<file path="src/rtl/bin_to_bcd_seq.sv">
// Sequential double-dabble converter: one binary bit is folded into the BCD
// scratch register per clock, with the finished digits registered onto bcd.
module bin_to_bcd_seq #(
  parameter int WIDTH  = 8,
  parameter int DIGITS = 3
) (
  input  logic                  clk,
  input  logic                  reset,
  input  logic                  start,
  input  logic [WIDTH-1:0]      bin,
  output logic [4*DIGITS-1:0]   bcd,
  output logic                  busy,
  output logic                  done
);

  localparam int BW = 4 * DIGITS;

  typedef enum logic {
    S_IDLE  = 1'b0,
    S_SHIFT = 1'b1
  } state_t;

  state_t            state_q, state_d;
  logic [5:0]        count_q, count_d;
  logic [BW-1:0]     scratch_q, scratch_d;
  logic [BW-1:0]     adj;
  logic [WIDTH-1:0]  bin_q, bin_d;
  logic [BW-1:0]     bcd_q, bcd_d;
  logic              busy_q, busy_d;
  logic              done_q, done_d;

  // Add-3 correction on every digit before the shift, so a digit of 5..9
  // carries correctly into the next digit once doubled.
  always_comb begin
    adj = scratch_q;
    for (int k = 0; k < DIGITS; k++) begin
      if (scratch_q[4*k +: 4] >= 4'd5) begin
        adj[4*k +: 4] = scratch_q[4*k +: 4] + 4'd3;
      end
    end
  end

  // NOTE: every signal gets a default at the top of the block so that no
  // path through the case statement leaves it unassigned (no latch).
  always_comb begin
    state_d   = state_q;
    count_d   = count_q;
    scratch_d = scratch_q;
    bin_d     = bin_q;
    bcd_d     = bcd_q;
    done_d    = 1'b0;

    unique case (state_q)
      S_IDLE: begin
        if (start) begin
          state_d   = S_SHIFT;
          bin_d     = bin;
          scratch_d = '0;
          count_d   = 6'(WIDTH);
        end
      end
      S_SHIFT: begin
        scratch_d = {adj[BW-2:0], bin_q[WIDTH-1]};
        bin_d     = {bin_q[WIDTH-2:0], 1'b0};
        count_d   = count_q - 6'd1;
        if (count_q == 6'd1) begin
          // Only the completed value ever reaches bcd.
          state_d = S_IDLE;
          bcd_d   = scratch_d;
          done_d  = 1'b1;
        end
      end
      default: state_d = S_IDLE;
    endcase

    busy_d = (state_d == S_SHIFT);
  end

  // NOTE: state registers use non-blocking assignments so every flop samples
  // the pre-edge values, independent of statement order.
  always_ff @(posedge clk) begin
    if (reset) begin
      state_q   <= S_IDLE;
      count_q   <= '0;
      scratch_q <= '0;
      bin_q     <= '0;
      bcd_q     <= '0;
      busy_q    <= 1'b0;
      done_q    <= 1'b0;
    end else begin
      state_q   <= state_d;
      count_q   <= count_d;
      scratch_q <= scratch_d;
      bin_q     <= bin_d;
      bcd_q     <= bcd_d;
      busy_q    <= busy_d;
      done_q    <= done_d;
    end
  end

  assign bcd  = bcd_q;
  assign busy = busy_q;
  assign done = done_q;

endmodule

</file>
<file path="config.mk">
export PLATFORM = sky130hd
export DESIGN_NAME = bin_to_bcd_seq
export DESIGN_NICKNAME = d
export VERILOG_FILES = /design/src/rtl/bin_to_bcd_seq.sv
export SDC_FILE = /design/constraint.sdc
export NUM_CORES = 1
export LEC_CHECK = 0
export BUFFER_PORTS_ARGS = -buffer_cell sky130_fd_sc_hd__buf_2
export CORE_ASPECT_RATIO = 1.1
export CORE_MARGIN = 4
export CORE_UTILIZATION = 40
export CTS_CLUSTER_SIZE = 10
export DETAILED_ROUTE_END_ITERATION = 6
export PLACE_DENSITY = 0.63
export SLEW_MARGIN = 10
export SYNTH_ARGS = -nofsm -noshare
export SYNTH_HDL_FRONTEND = slang
export SYNTH_SLANG_ARGS = --single-unit
</file>
<file path="constraint.sdc">
create_clock -name clk -period 2 [get_ports clk]
set_input_delay 0.2 -clock clk [delete_from_list [all_inputs] [get_ports clk]]
set_output_delay 0.2 -clock clk [all_outputs]
set_load 0.005 [all_outputs]
</file>
==> summary.txt <==
Run status
  – Status: finished clean

Critical path
  – CP max FO: 11
  – CP endpoint kind: flop
  – Critical path class: flop to flop
  – Startpoint Class: flop
  – CP Data Arrival Time: 1.99 ns
  – Critical path data required time: 2.18 ns

STA
  – Setup violations, final: 0
  – Slew Viols, Final: 0
  – Actual slew at the worst max-slew pin: 0.568 ns
  – Post-Route Skew: 0.00759 ns
  – Final hold vios: 0
  – Setup TNS: 0 ns
  – Period Utilization, post-route: 90.4%
  – RSZ-0062 raised after global routing: no
  – Final min period: 1.81 ns
  – Max_slew headroom: 62.0%
  – Fmax: 0.553 GHz

Yosys
  – Compound-cell area share of the yosys netlist: 16.0%
  – Ys flop type: dfxtp_1
  – Multiplexer share of the synthesized area: 7.30%
  – Syn avg cell area: 8.69 um2
  – Sequential-to-total area share from yosys stat: 43.7%
  – Post-synthesis adder-cell area fraction: 5.46%
  – XOR/XNOR Fraction of Synth Area: 1.43%
  – Syn Nets: 230
  – Post-Synth Simple-Gate Area: 21.8%
  – Largest family of logic cells by synthesized area: simple AND/OR/NAND/NOR gates
  – Post-Syn Area: 0.00183 mm2
  – Synth async-reset ratio: 0%
  – Cells after Synth: 211
  – FF+latch count, synth: 40
  – Post-synth EDFFs: 0
  – Yosys warnings: 0
  – Netlist cell types: 31

Routing
  – DR iter-0 viols: 107
  – # DRC: 0
  – Vias: 1515
  – WL/cell: 12.5 um
  – Post-Route WL: 3680 um
  – ANT nets after route: 0
  – DRT Pass-1 Iters: 4
  – Via density: 5.17

Die
  – Ports: 25
  – Die ar.: 0.00573 mm2
  – Initial Util: 41.9%
  – Die H: 79.0 um
  – Standard-cell rows: 25
  – Die X: 72.5 um
  – Core area: 0.00438 mm2

Power
  – Sw Pwr: 413 uW
  – Reg power frac: 54.4%
  – Logic pwr share: 10.3%
  – PwrDens: 735 mW/mm2
  – Worst VDD drop: 440 uV
  – Switching share of power: 26.5%
  – Pleak: 0.000843 uW
  – Clock Power Share: 35.3%
  – Final total power: 1550 uW
  – Internal Power: 1140 uW

CTS
  – CTS H-tree lvls: 2
  – Clk_lat worst skew: 0.30 ns
  – CTS tree: done
  – CTS Sinks: 40
  – CTS Buf Count: 5
  – Clock Tree Buf Depth: 2
  – CTS root buf: clkbuf_8
  – Post_cts resized: 0
  – Setup bufs post-CTS: 0
  – Clk slew on worst S/H paths: 0.08 ns
  – Cts hold-fix bufs: 0

Layout
  – Layout cells sized above 1: 18.0%
  – Util after Layout: 48.3%
  – Area growth syn-to-layout: 15.4%
  – # diodes: 0
  – Nets: 257

Min path
  – Hold WC Path Type: input pin to flop

Job
  – Maxcap violations: 0

Placed design
  – IO buf count: 24
  – Dpl hpwl: 2580 um
  – Gpl congestion: 0.771

GRT
  – Grt total ovfl: 0
  – Largest net degree at the start of global routing: 23
  – Gr usage total: 14.2%
  – Initial antenna violation count: 0
  – Vias in the first global route: 1388
  – First-pass GRT wire length: 6410 um
## layout by cell type, fill, tap and decap left out, drive strengths merged
cell,instances
a31oi,2
clkinvlp,1
inv,11
or3,1
clkbuf,6
a21o,1
ha,8
xnor2,3
nand3b,7
mux2,3
or4b,1
a21oi,18
o21ai,14
clkinv,1
nor3b,4
buf,30
nand2,7
o31a,1
a32oi,1
dfxtp,40
nor2,34
a311oi,3
nand2b,12
o22ai,6
nor3,5
mux2i,10
a221oi,1
nand3,4
nor4b,1
a211oi,3
## per-layer routing
layer	share of wire, %	track usage [%]	up-vias
li1	-	-	788
met1	49	18.2	698
met2	45	21.9	22
met3	3.6	3.80	7
met4	1.7	6.46	0
met5	0	0	-
## power groups by stage
| stage | registers [uW] | clock network (uW) | logic [uW] |
|---|---|---|---|
| after detailed placement | 864 | 0 | 161 |
| after global routing | 851 | 596 | 181 |
| after global placement | 864 | 0 | 159 |
| final | 846 | 549 | 160 |
| after CTS | 846 | 562 | 162 |
| after floorplan | 858 | 0 | 117 |
## registers in the layout, summed over array words and instances, names as in the netlist
name / count
bcd: 12
bin_q: 8
busy: 1
count_q: 6
done: 1
scratch_q: 12
## critical path, cell delays in order (launching register included)
cell and delay [ns]:
dfxtp_1 0.42, ha_1 0.17, or4b_4 0.47, nor3_4 0.17
buf_4 0.21, mux2i_1 0.19, nor2_1 0.05
## synthesized netlist by cell type, drive strengths merged (5+ instances only)
| cell | instances | area, um2 |
|---|---|---|
| a21oi | 18 | 90.1 |
| mux2i | 10 | 100 |
| dfxtp | 40 | 801 |
| nand3b | 7 | 52.6 |
| nand2b | 12 | 77.6 |
| nor3 | 5 | 36.3 |
| ha | 8 | 100 |
| o22ai | 6 | 37.5 |
| nand2 | 7 | 26.3 |
| nor2 | 34 | 128 |
| inv | 11 | 41.3 |
| clkbuf | 7 | 26.3 |
| o21ai | 14 | 70.1 |
## final cells by class
type                    instances  area, um2
clock inverters                 2       16.3
flip-flops and latches         40        801
fillers                       443       2260
well taps                      54       67.6
inverters                      11       41.3
clock buffers                   6       72.6
repair buffers                 30        165
multi-input cells             150        952
## path summary, 6_finish.rpt
path | startpoint | endpoint | slack [ns] | depth (start not counted)
setup / recovery | count_q[0]$_SDFFE_PP0P_ | bcd[0]$_SDFFE_PP0P_ | 0.19 | 6
hold / removal | bin[0] | bin_q[0]$_SDFFE_PP0P_ | 0.19 | 3
setup reg to reg | count_q[0]$_SDFFE_PP0P_ | bcd[0]$_SDFFE_PP0P_ | 0.19 | 6
hold reg to reg | bcd[1]$_SDFFE_PP0P_ | bcd[1]$_SDFFE_PP0P_ | 0.49 | 2
## per-stage QoR
stage	instance area [um2]	std cells	setup slack, ns	hold slack [ns]
after global routing	2120	293	0.0556	0.236
after detailed placement	2030	285	0.213	0.471
after global placement	2030	285	0.267	0.461
final	2120	293	0.192	0.191
after CTS	2120	293	0.201	0.190
after floorplan	1830	211	0.273	0.392
## logic make-up (layout without fill, tap and decap cells)
kind of cell | Yosys count | after routing
DFF | 40 | 40
muxes | 13 | 13
adders and majority gates | 8 | 8
and+or+nand+nor | 76 | 76
AOI/OAI and AO/OA | 50 | 50
buffers and inverters | 21 | 49
xor gates and xnor gates | 3 | 3
Power figures use the tool's default switching activity.
